[src/rtl/input_conditioner_pkg.sv]
// Shared direction bit positions, rotation encoding and direction helpers
// for the input conditioner and its per-player direction filter.
package input_conditioner_pkg;

    localparam int DIR_UP    = 3;
    localparam int DIR_DOWN  = 2;
    localparam int DIR_LEFT  = 1;
    localparam int DIR_RIGHT = 0;

    typedef enum logic [1:0] {
        ROT_NONE = 2'b00,
        ROT_CW   = 2'b01,
        ROT_CCW  = 2'b10,
        ROT_180  = 2'b11
    } rot_t;

    function automatic logic [3:0] rotate_dir(input rot_t r, input logic [3:0] d);
        logic [3:0] res;
        case (r)
            ROT_CW:  res = {d[DIR_LEFT],  d[DIR_RIGHT], d[DIR_DOWN],  d[DIR_UP]};
            ROT_CCW: res = {d[DIR_RIGHT], d[DIR_LEFT],  d[DIR_UP],    d[DIR_DOWN]};
            ROT_180: res = {d[DIR_DOWN],  d[DIR_UP],    d[DIR_RIGHT], d[DIR_LEFT]};
            default: res = d;
        endcase
        return res;
    endfunction

    // Priority up > down > left > right when several directions arrive together.
    function automatic logic [3:0] onehot_msb(input logic [3:0] v);
        logic [3:0] res;
        casez (v)
            4'b1???: res = 4'b1000;
            4'b01??: res = 4'b0100;
            4'b001?: res = 4'b0010;
            4'b0001: res = 4'b0001;
            default: res = 4'b0000;
        endcase
        return res;
    endfunction

endpackage

[src/rtl/input_conditioner_dir.sv]
// Per-player direction filter: 4-way last-pressed-wins mask, 8-way SOCD
// cancellation, or plain pass-through; output is registered.
module dir_filter
    import input_conditioner_pkg::*;
(
    input  logic       clk_sys,
    input  logic       reset_n,
    input  logic [3:0] cur,
    input  logic       dis,
    input  logic       mode8,
    input  logic       force_open,
    output logic [3:0] dir_out
);

    logic [3:0] prev_reg;
    logic [3:0] mask_reg;
    logic [3:0] mask_next;
    logic [3:0] new_bits;
    logic [3:0] out_next;

    always_comb begin
        new_bits  = cur & ~prev_reg;
        mask_next = mask_reg;
        out_next  = cur;

        if (dis || mode8 || force_open) begin
            mask_next = 4'b1111;
        end else if (new_bits != 4'b0000) begin
            mask_next = onehot_msb(new_bits);
        end else if ((cur & mask_reg) == 4'b0000) begin
            // newest direction released: fall back to whatever is still held
            mask_next = 4'b1111;
        end

        if (dis) begin
            out_next = cur;
        end else if (mode8) begin
            if (cur[DIR_UP] && cur[DIR_DOWN]) begin
                out_next[DIR_UP]   = 1'b0;
                out_next[DIR_DOWN] = 1'b0;
            end
            if (cur[DIR_LEFT] && cur[DIR_RIGHT]) begin
                out_next[DIR_LEFT]  = 1'b0;
                out_next[DIR_RIGHT] = 1'b0;
            end
        end else begin
            out_next = cur & mask_next;
        end
    end

    always_ff @(posedge clk_sys or negedge reset_n) begin
        if (!reset_n) begin
            prev_reg <= 4'b0000;
            mask_reg <= 4'b1111;
            dir_out  <= 4'b0000;
        end else begin
            prev_reg <= cur;
            mask_reg <= mask_next;
            dir_out  <= out_next;
        end
    end

endmodule

[src/rtl/input_conditioner.sv]
// Multi-player input conditioner: sync, rotation, direction filtering, button
// debounce and coin pulses. Autofire is added by INPUT_CONDITIONER_AUTOFIRE_EN.
module input_conditioner
    import input_conditioner_pkg::*;
#(
    parameter int unsigned PLAYERS  = 2,
    parameter int unsigned DEB_CNT  = 20000,
    parameter int unsigned COIN_LEN = 40000
`ifdef INPUT_CONDITIONER_AUTOFIRE_EN
    ,
    parameter int unsigned AF_HALF  = 1000000
`endif
) (
    input  logic                 clk_sys,
    input  logic                 reset_n,
    input  logic                 dis,
    input  logic [1:0]           rot,
    input  logic                 mode8,
    input  logic [4*PLAYERS-1:0] dir_in,
    input  logic [4*PLAYERS-1:0] btn_in,
    input  logic [PLAYERS-1:0]   coin_in,
    input  logic [4*PLAYERS-1:0] af_sel,
    output logic [4*PLAYERS-1:0] dir_out,
    output logic [4*PLAYERS-1:0] btn_out,
    output logic [PLAYERS-1:0]   coin_out
);

    localparam int unsigned NB     = 4 * PLAYERS;
    localparam int unsigned DEB_W  = (DEB_CNT > 0) ? $clog2(DEB_CNT + 1) : 1;
    localparam int unsigned COIN_W = $clog2(COIN_LEN + 1);

    logic [NB-1:0]      dir_s1_reg, dir_s2_reg;
    logic [NB-1:0]      btn_s1_reg, btn_s2_reg;
    logic [PLAYERS-1:0] coin_s1_reg, coin_s2_reg, coin_prev_reg;
    logic [1:0]         rot_reg;
    logic               mode8_reg;
    logic               force_open;
    logic [NB-1:0]      deb_vec;
    logic [NB-1:0]      deb_next;

    always_ff @(posedge clk_sys or negedge reset_n) begin
        if (!reset_n) begin
            dir_s1_reg    <= '0;
            dir_s2_reg    <= '0;
            btn_s1_reg    <= '0;
            btn_s2_reg    <= '0;
            coin_s1_reg   <= '0;
            coin_s2_reg   <= '0;
            coin_prev_reg <= '0;
            rot_reg       <= 2'b00;
            mode8_reg     <= 1'b0;
        end else begin
            dir_s1_reg    <= dir_in;
            dir_s2_reg    <= dir_s1_reg;
            btn_s1_reg    <= btn_in;
            btn_s2_reg    <= btn_s1_reg;
            coin_s1_reg   <= coin_in;
            coin_s2_reg   <= coin_s1_reg;
            coin_prev_reg <= coin_s2_reg;
            rot_reg       <= rot;
            mode8_reg     <= mode8;
        end
    end

    // Any change of orientation or filter mode invalidates every held mask.
    assign force_open = (rot != rot_reg) || (mode8 != mode8_reg);

    genvar gi;

    for (gi = 0; gi < PLAYERS; gi++) begin : g_player
        logic [3:0]        cur;
        logic              pulse_reg;
        logic [COIN_W-1:0] coin_cnt_reg;

        assign cur = rotate_dir(rot_t'(rot), dir_s2_reg[4*gi +: 4]);

        dir_filter u_filter (
            .clk_sys    (clk_sys),
            .reset_n    (reset_n),
            .cur        (cur),
            .dis        (dis),
            .mode8      (mode8),
            .force_open (force_open),
            .dir_out    (dir_out[4*gi +: 4])
        );

        // A new pulse can only start once the previous one has fully ended.
        always_ff @(posedge clk_sys or negedge reset_n) begin
            if (!reset_n) begin
                pulse_reg    <= 1'b0;
                coin_cnt_reg <= '0;
            end else if (pulse_reg) begin
                if (coin_cnt_reg == '0) begin
                    pulse_reg <= 1'b0;
                end else begin
                    coin_cnt_reg <= coin_cnt_reg - 1'b1;
                end
            end else if (coin_s2_reg[gi] && !coin_prev_reg[gi]) begin
                pulse_reg    <= 1'b1;
                coin_cnt_reg <= COIN_W'(COIN_LEN - 1);
            end
        end

        assign coin_out[gi] = pulse_reg;
    end

    for (gi = 0; gi < NB; gi++) begin : g_btn
        logic deb_reg;

        if (DEB_CNT == 0) begin : g_pass
            assign deb_next[gi] = btn_s2_reg[gi];
        end else begin : g_count
            logic [DEB_W-1:0] cnt_reg;
            logic             hit;

            assign hit = (btn_s2_reg[gi] != deb_reg) && (cnt_reg == DEB_W'(DEB_CNT - 1));
            assign deb_next[gi] = hit ? btn_s2_reg[gi] : deb_reg;

            always_ff @(posedge clk_sys or negedge reset_n) begin
                if (!reset_n) begin
                    cnt_reg <= '0;
                end else if ((btn_s2_reg[gi] == deb_reg) || hit) begin
                    cnt_reg <= '0;
                end else begin
                    cnt_reg <= cnt_reg + 1'b1;
                end
            end
        end

        always_ff @(posedge clk_sys or negedge reset_n) begin
            if (!reset_n) begin
                deb_reg <= 1'b0;
            end else begin
                deb_reg <= deb_next[gi];
            end
        end

        assign deb_vec[gi] = deb_reg;
    end

`ifdef INPUT_CONDITIONER_AUTOFIRE_EN
    localparam int unsigned AF_W = $clog2(AF_HALF + 1);

    logic [AF_W-1:0] af_cnt_reg;
    logic            af_tgl_reg;
    logic            af_restart;

    // Restart the phase on a fresh press so the first shot fires at once.
    assign af_restart = |(deb_next & ~deb_vec & af_sel);

    always_ff @(posedge clk_sys or negedge reset_n) begin
        if (!reset_n) begin
            af_cnt_reg <= '0;
            af_tgl_reg <= 1'b1;
        end else if (af_restart) begin
            af_cnt_reg <= '0;
            af_tgl_reg <= 1'b1;
        end else if (af_cnt_reg == AF_W'(AF_HALF - 1)) begin
            af_cnt_reg <= '0;
            af_tgl_reg <= ~af_tgl_reg;
        end else begin
            af_cnt_reg <= af_cnt_reg + 1'b1;
        end
    end

    assign btn_out = deb_vec & ~(af_sel & {NB{~af_tgl_reg}});
`else
    logic unused_af_sel;
    assign unused_af_sel = ^af_sel;
    assign btn_out       = deb_vec;
`endif

endmodule

[config.mk]
export PLATFORM = sky130hd
export DESIGN_NAME = input_conditioner
export DESIGN_NICKNAME = d
export VERILOG_FILES = /design/src/rtl/input_conditioner_pkg.sv /design/src/rtl/input_conditioner_dir.sv /design/src/rtl/input_conditioner.sv
export SDC_FILE = /design/constraint.sdc
export NUM_CORES = 1
export LEC_CHECK = 0
export CORE_MARGIN = 5
export CORE_UTILIZATION = 46
export DETAILED_ROUTE_END_ITERATION = 10
export PLACE_DENSITY = 0.7
export SLEW_MARGIN = 0
export SYNTH_ARGS = -nofsm -noshare
export SYNTH_HDL_FRONTEND = slang
export SYNTH_SLANG_ARGS = --single-unit
[constraint.sdc]
create_clock -name clk_sys -period 2.5 [get_ports clk_sys]
set_input_delay 0.75 -clock clk_sys [delete_from_list [all_inputs] [get_ports clk_sys]]
set_output_delay 0.75 -clock clk_sys [all_outputs]
set_load 0.01 [all_outputs]
==> impl_results.md, run 1 <==
* Clock Root Buffer: clkbuf_16
* Fmax at approximately 420 MHz
* Die Wd at 157.8 µm
* Global route total overflow at 0
* Slew margin rel. at between 50% and 60%
* Final setup fails at 0
* EDFF count, synth at 0
* CTS sink cnt at roughly 230
* Post-detailed-route wirelength per cell at between 10 and 15 µm
* FP Rows at 54
* Finished Layout Cells at 1319
* Register area share after synthesis at a little under three fifths
* Cells after Synth at 942
* Multi-input logic area at roughly 4100 µm²
* Die height at around 160 µm
* Worst-path cell chain: clkdlybuf4s50_1
* Clock transition at path regs at about 0.060 ns
* Die area at about 25000 µm²
* Placed Instances at approximately 1300
* Antenna Violating Nets Remaining at 0
* Commonest non-fill, non-tap cell in the layout: dfrtp_1
* Tightest Pin Transition at roughly 0.65 ns
* Final hold viol count at 0
* Power Total at roughly 9.5 mW
* Fin util at a little under three fifths
* Syn Area/Cell at between 10 and 15 µm²
* Maximum vdd drop at 449.6 µV
* Worst slack at placement at -0.5005 ns
* Slew Viols, Final at 0
* Post-route minimum period at around 2.4 ns
* Status: completed
* Cts hold-fix bufs at 0
* HPWL Detailed at between 10000 and 15000 µm
* Unique cell type count in the Yosys netlist at approximately 60
* 1st-pass router iterations at 5
* Final nets at 1062
* Number of buffers created by CTS at 26
* Worst Setup End Kind: output port
* Max stage delay on crit path at ~0.60 ns
* Ys flop type: dfrtp_1
* Min-delay worst type: input pin to async pin
* Routability congestion estimate from global placement at roughly 0.83
* DR iter-0 viols at between 200 and 300
* Number of global-route vias before repair at around 6700
* Vias per cell at between 5 and 6
* First-pass GRT wire length at 30810 µm
* # DRC at 0
* CP top delay family: buffers and inverters
* Setup WS post-layout at 0.1250 ns
* CTS tree: yes
* Worst clock skew at roughly 0.0070 ns
* Cell Area, Synth at approximately 10000 µm²
* Crit start category: flop
* RSZ-0062 raised after global routing: false
* Filler instances at about 1900
* Initial antenna violation count at 0
* Area grow syn2layout at 20.29%
* Pwr dens at 785.6 nW/µm²
* Leak pwr at ~5.3 nW
* Share of layout cells above drive strength 1 at between 10% and 20%
* Crit Path Max Fanout at 8
* Crit path kind: flop to output port
* Critical Path RT at between 1.5 and 2 ns
* Worst path buffer plus inverter count at 1
* CTS max path bufs at 3
* Max reg flops at 120
* Cell at the slowest stage of the critical path: clkdlybuf4s50_1
* Htree depth at 1
* Seq cells post-synth at between 200 and 250
* Syn nets at 984
* Clk_lat worst skew at ~0.51 ns
* Hold WS at 0.1603 ns
* Max-cap viol count at 0
* Buffers on Ports at 41
* I/O pins at 50
* Synth async-reset ratio at between 90% and 100%
* Number of diodes at 0
* Largest net degree at the start of global routing at 57
* Register area at 5690 µm²
* Core ar. at approximately 22000 µm²
* Most frequent cells in the layout: dfrtp_1 (219), nor2_1 (163), xor2_1 (86)
* Tcrit/Tclk final at around 95%
* Synth Warn # at 0
* Detailed-route wire length at about 17000 µm
* WP data arrival at between 1.5 and 2 ns
* Overall routing resource usage at 14.63%
* Starting Density at 46.33%
* Via Count at between 6000 and 7000
## report_power, final
| part | leakage (nW) | internal, mW | switching (mW) |
|---|---|---|---|
| clock | 0.513 | 3.06 | 1.45 |
| sequential | 2.91 | 3.91 | 0.210 |
| combinational | 1.85 | 0.396 | 0.459 |
| total | 5.27 | 7.37 | 2.12 |
## path summary, 6_finish.rpt
check / start / end / slack [ns] / depth (start not counted)
max in group asynchronous: reset_n / g_player[0].u_filter.mask_reg[1] / 1.66 / 2
min: reset_n / g_player[1].coin_cnt_reg[1] / 0.16 / 1
max: g_player[0].pulse_reg / coin_out[0] / 0.13 / 1
min in group clk_sys: btn_s1_reg[2] / btn_s2_reg[2] / 0.35 / 0
min reg2reg: btn_s1_reg[2] / btn_s2_reg[2] / 0.35 / 0
max reg2reg: g_player[0].coin_cnt_reg[7] / g_player[0].coin_cnt_reg[15] / 0.20 / 6
## area by class of cell
| cell class | instances | share of cell area, % |
|---|---|---|
| multi-input combinational | 659 | 34.01 |
| timing repair buffer | 78 | 6.419 |
| inverter | 28 | 0.8697 |
| clock buffer | 35 | 6.336 |
| sequential | 227 | 47.09 |
| clock inverter | 12 | 2.381 |
| tap | 280 | 2.899 |
## synthesized netlist by cell type, types with 2 or more instances
| cell type | n | area share (%) |
|---|---|---|
| clkbuf_1 | 11 | 0.41 |
| nand2_1 | 75 | 2.8 |
| nor4b_1 | 7 | 0.61 |
| nor2b_1 | 2 | 0.12 |
| a22oi_1 | 3 | 0.22 |
| mux4_2 | 6 | 1.3 |
| o21ai_1 | 3 | 0.15 |
| or3_4 | 2 | 0.22 |
| and2_1 | 7 | 0.44 |
| nor4_1 | 9 | 0.56 |
| nand4b_1 | 3 | 0.26 |
| nand4_1 | 33 | 2.1 |
| o41ai_1 | 3 | 0.26 |
| dfrtp_1 | 219 | 55 |
| o21ai_0 | 15 | 0.75 |
| or3b_2 | 2 | 0.17 |
| o2111ai_1 | 4 | 0.35 |
| buf_4 | 10 | 0.75 |
| buf_1 | 2 | 0.075 |
| nand2b_1 | 14 | 0.87 |
| a31oi_1 | 7 | 0.44 |
| a211oi_1 | 2 | 0.15 |
| xnor2_1 | 45 | 3.9 |
| o22ai_1 | 3 | 0.19 |
| or3_1 | 3 | 0.19 |
| a21oi_1 | 8 | 0.40 |
| ha_1 | 10 | 1.2 |
| o311ai_0 | 2 | 0.17 |
| xor2_1 | 86 | 7.5 |
| dfstp_2 | 8 | 2.1 |
| nor2_1 | 163 | 6.1 |
| mux2_2 | 11 | 1.2 |
| mux2i_1 | 4 | 0.40 |
| and3_1 | 22 | 1.4 |
| inv_1 | 28 | 1.0 |
| nor3_1 | 24 | 1.2 |
| nand3_1 | 54 | 2.7 |
| nor3b_1 | 4 | 0.30 |
| o211ai_1 | 3 | 0.22 |
| buf_2 | 4 | 0.20 |
## cell families after synthesis
family	after synthesis	share of synthesized area, %
and+or+nand+nor	429	20.41
adders and majority gates	10	1.245
xor gates and xnor gates	131	11.42
DFF	227	56.64
buffers and inverters	56	2.590
AOI/OAI and AO/OA	68	4.720
muxes	21	2.976
## metrics by stage
stage	cell area [µm²]	setup TNS (ns)
2_1_floorplan	10050	0
3_3_place_gp	10960	-5.591
3_5_place_dp	10960	-6.126
4_1_cts	12010	0
5_1_grt	12090	0
6_report	12090	0
## timing repair
item                       CTS  global route
gates resized for setup      0             6
setup buffers                0             4
setup endpoints to repair    0            10
## per-layer routing
layer	vias up	share of wire, %	track usage, %
li1	3362	-	-
met1	3272	46	19.83
met2	95	48	24.48
met3	27	3.7	2.269
met4	0	2.1	4.342
met5	-	0	0
No activity file was read; power rests on OpenSTA's default activity.
==> run 2, diff against run 1 <==
--- a/config.mk
+++ b/config.mk
@@ -8,6 +8,7 @@
 export CORE_MARGIN = 5
 export CORE_UTILIZATION = 46
 export DETAILED_ROUTE_END_ITERATION = 10
+export GPL_TIMING_DRIVEN = 0
 export PLACE_DENSITY = 0.7
 export SLEW_MARGIN = 0
 export SYNTH_ARGS = -nofsm -noshare
==> run 2 against run 1 <==
Final cell count is 0.68% lower. Register-to-register slack better by 0.03 ns. Flip-flop and latch count is the same. Non-clock buffer count fell by 8. Clock power is 23% lower. Sequential power about the same. Clock-buffer cell count is the same. Global-route usage is 0.34 points lower. Die area did not move. Utilization fell by 2.0 points. Critical path depth grew 1. Maximum frequency hardly changed. Largest power group is now registers.
==> impl_results.md, run 2 (synthesized netlist as in run 1, its figures left out) <==
* Status: completed
* Initial antenna violation count at 0
* Number of buffers created by CTS at 25
* Core ar. at around 22000 µm²
* Die area at between 20000 and 25000 µm²
* Filler instances at roughly 1900
* Via Count at between 6000 and 7000
* Area grow syn2layout at 15.90%
* Max stage delay on crit path at about 0.52 ns
* Clock transition at path regs at 0.06 ns
* Overall routing resource usage at around 14%
* Max reg flops at 120
* Tightest Pin Transition at 0.7759 ns
* Setup WS post-layout at 0.1241 ns
* Min-delay worst type: input pin to async pin
* First-pass GRT wire length at 30250 µm
* Vias per cell at 5.116
* CTS tree: yes
* Tcrit/Tclk final at 95.04%
* 1st-pass router iterations at 4
* FP Rows at 54
* Commonest non-fill, non-tap cell in the layout: dfrtp_1
* DR iter-0 viols at ~350
* Crit start category: flop
* Crit Path Max Fanout at 8
* Crit path kind: flop to output port
* Fmax at ~420 MHz
* Largest net degree at the start of global routing at roughly 120
* HPWL Detailed at 11420 µm
* Number of diodes at 0
* Share of layout cells above drive strength 1 at 9.223%
* Worst-path cell chain: buf_4, clkdlybuf4s50_1
* Clk_lat worst skew at ~0.52 ns
* CTS max path bufs at 3
* Buffers on Ports at between 40 and 50
* Slew margin rel. at 48.28%
* Starting Density at ~46%
* Global route total overflow at 0
* Worst Setup End Kind: output port
* Placed Instances at 1264
* Post-detailed-route wirelength per cell at around 13 µm
* RSZ-0062 raised after global routing: false
* CTS sink cnt at roughly 230
* Worst slack at placement at -0.7998 ns
* Die height at between 150 and 200 µm
* Final nets at ~1100
* # DRC at 0
* Post-route minimum period at between 2 and 2.5 ns
* Worst clock skew at 0.008204 ns
* Clock Root Buffer: clkbuf_16
* Die Wd at between 150 and 200 µm
* Fin Setup TNS at 0 ns
* Leak pwr at slightly above 5 nW
* Maximum vdd drop at between 500 and 600 µV
* I/O pins at 50
* Number of global-route vias before repair at 6684
* DP Area at roughly 11000 µm²
* CP top delay family: buffers and inverters
* Max-cap viol count at 0
* Cell at the slowest stage of the critical path: clkdlybuf4s50_1
* Final hold viol count at 0
* Most frequent cells in the layout: dfrtp_1 (218), nor2_1 (163), xor2_1 (86)
* Critical Path RT at around 1.8 ns
* Antenna Violating Nets Remaining at 0
* WP data arrival at 1.63 ns
* Detailed-route wire length at 17220 µm
* Worst path buffer plus inverter count at 2
* Routability congestion estimate from global placement at 0.7835
* Slew Viols, Final at 0
* Final setup fails at 0
* Pwr dens at 722.2 nW/µm²
* Htree depth at 1
* Finished Layout Cells at between 1000 and 1500
* Post-route cell area at approximately 12000 µm²
==> run 2: final timing paths <==
path	cells after the start	from	endpoint	slack [ns]
setup / recovery	2	g_player[0].pulse_reg	coin_out[0]	0.12
hold / removal	1	reset_n	g_player[1].coin_cnt_reg[0]	0.28
setup reg to reg	6	g_player[0].coin_cnt_reg[12]	g_player[0].coin_cnt_reg[13]	0.23
hold reg to reg	0	btn_s1_reg[7]	btn_s2_reg[7]	0.34
max in group asynchronous	2	reset_n	g_btn[4].g_count.cnt_reg[6]	1.15
min in group clk_sys	0	btn_s1_reg[7]	btn_s2_reg[7]	0.34
==> run 2: layout make-up <==
| class | instances | area [µm²] | share of cell area (%) |
|---|---|---|---|
| sequential | 227 | 5692 | 48.88 |
| buffer | 28 | 157.7 | 1.354 |
| clock buffer | 35 | 703.2 | 6.038 |
| multi-input combinational | 659 | 4114 | 35.33 |
| clock inverter | 11 | 86.33 | 0.7414 |
| inverter | 28 | 105.1 | 0.9025 |
| timing repair buffer | 42 | 436.7 | 3.750 |
| tap | 280 | 350.3 | 3.008 |
==> run 2: repair_timing <==
action	CTS	global route
buffers inserted	0	0
endpoints found under the setup margin	11	5
resized for setup	4	6
hold buffers	0	0
==> run 2: per-stage QoR <==
step / power, mW / utilization (%) / hold slack [ns]
5_1_grt: 8.835 / 53.69 / 0.3487
6_report: 8.410 / 53.69 / 0.2763
3_5_place_dp: 4.994 / 49.98 / 0.3355
2_1_floorplan: 4.678 / - / 0.3312
4_1_cts: 8.538 / 53.62 / 0.2948
3_3_place_gp: 4.960 / 49.83 / 0.3328
==> run 2: report_power, final <==
group / leakage [nW] / switching [mW] / total [mW] / internal (mW)
Clock: 0.394 / 1.42 / 3.48 / 2.06
Sequential: 2.91 / 0.210 / 4.12 / 3.91
Combinational: 1.73 / 0.445 / 0.802 / 0.357
Total: 5.04 / 2.07 / 8.41 / 6.34
==> run 2: layer usage <==
layer	track usage [%]	share of wire [%]	wire [µm]	up-vias
li1	-	-	-	3343
met2	23.85	48	8216	75
met1	18.94	46	7991	3251
met3	2.269	2.8	486	33
met4	5.244	3.1	526	0
met5	0	0	0	-
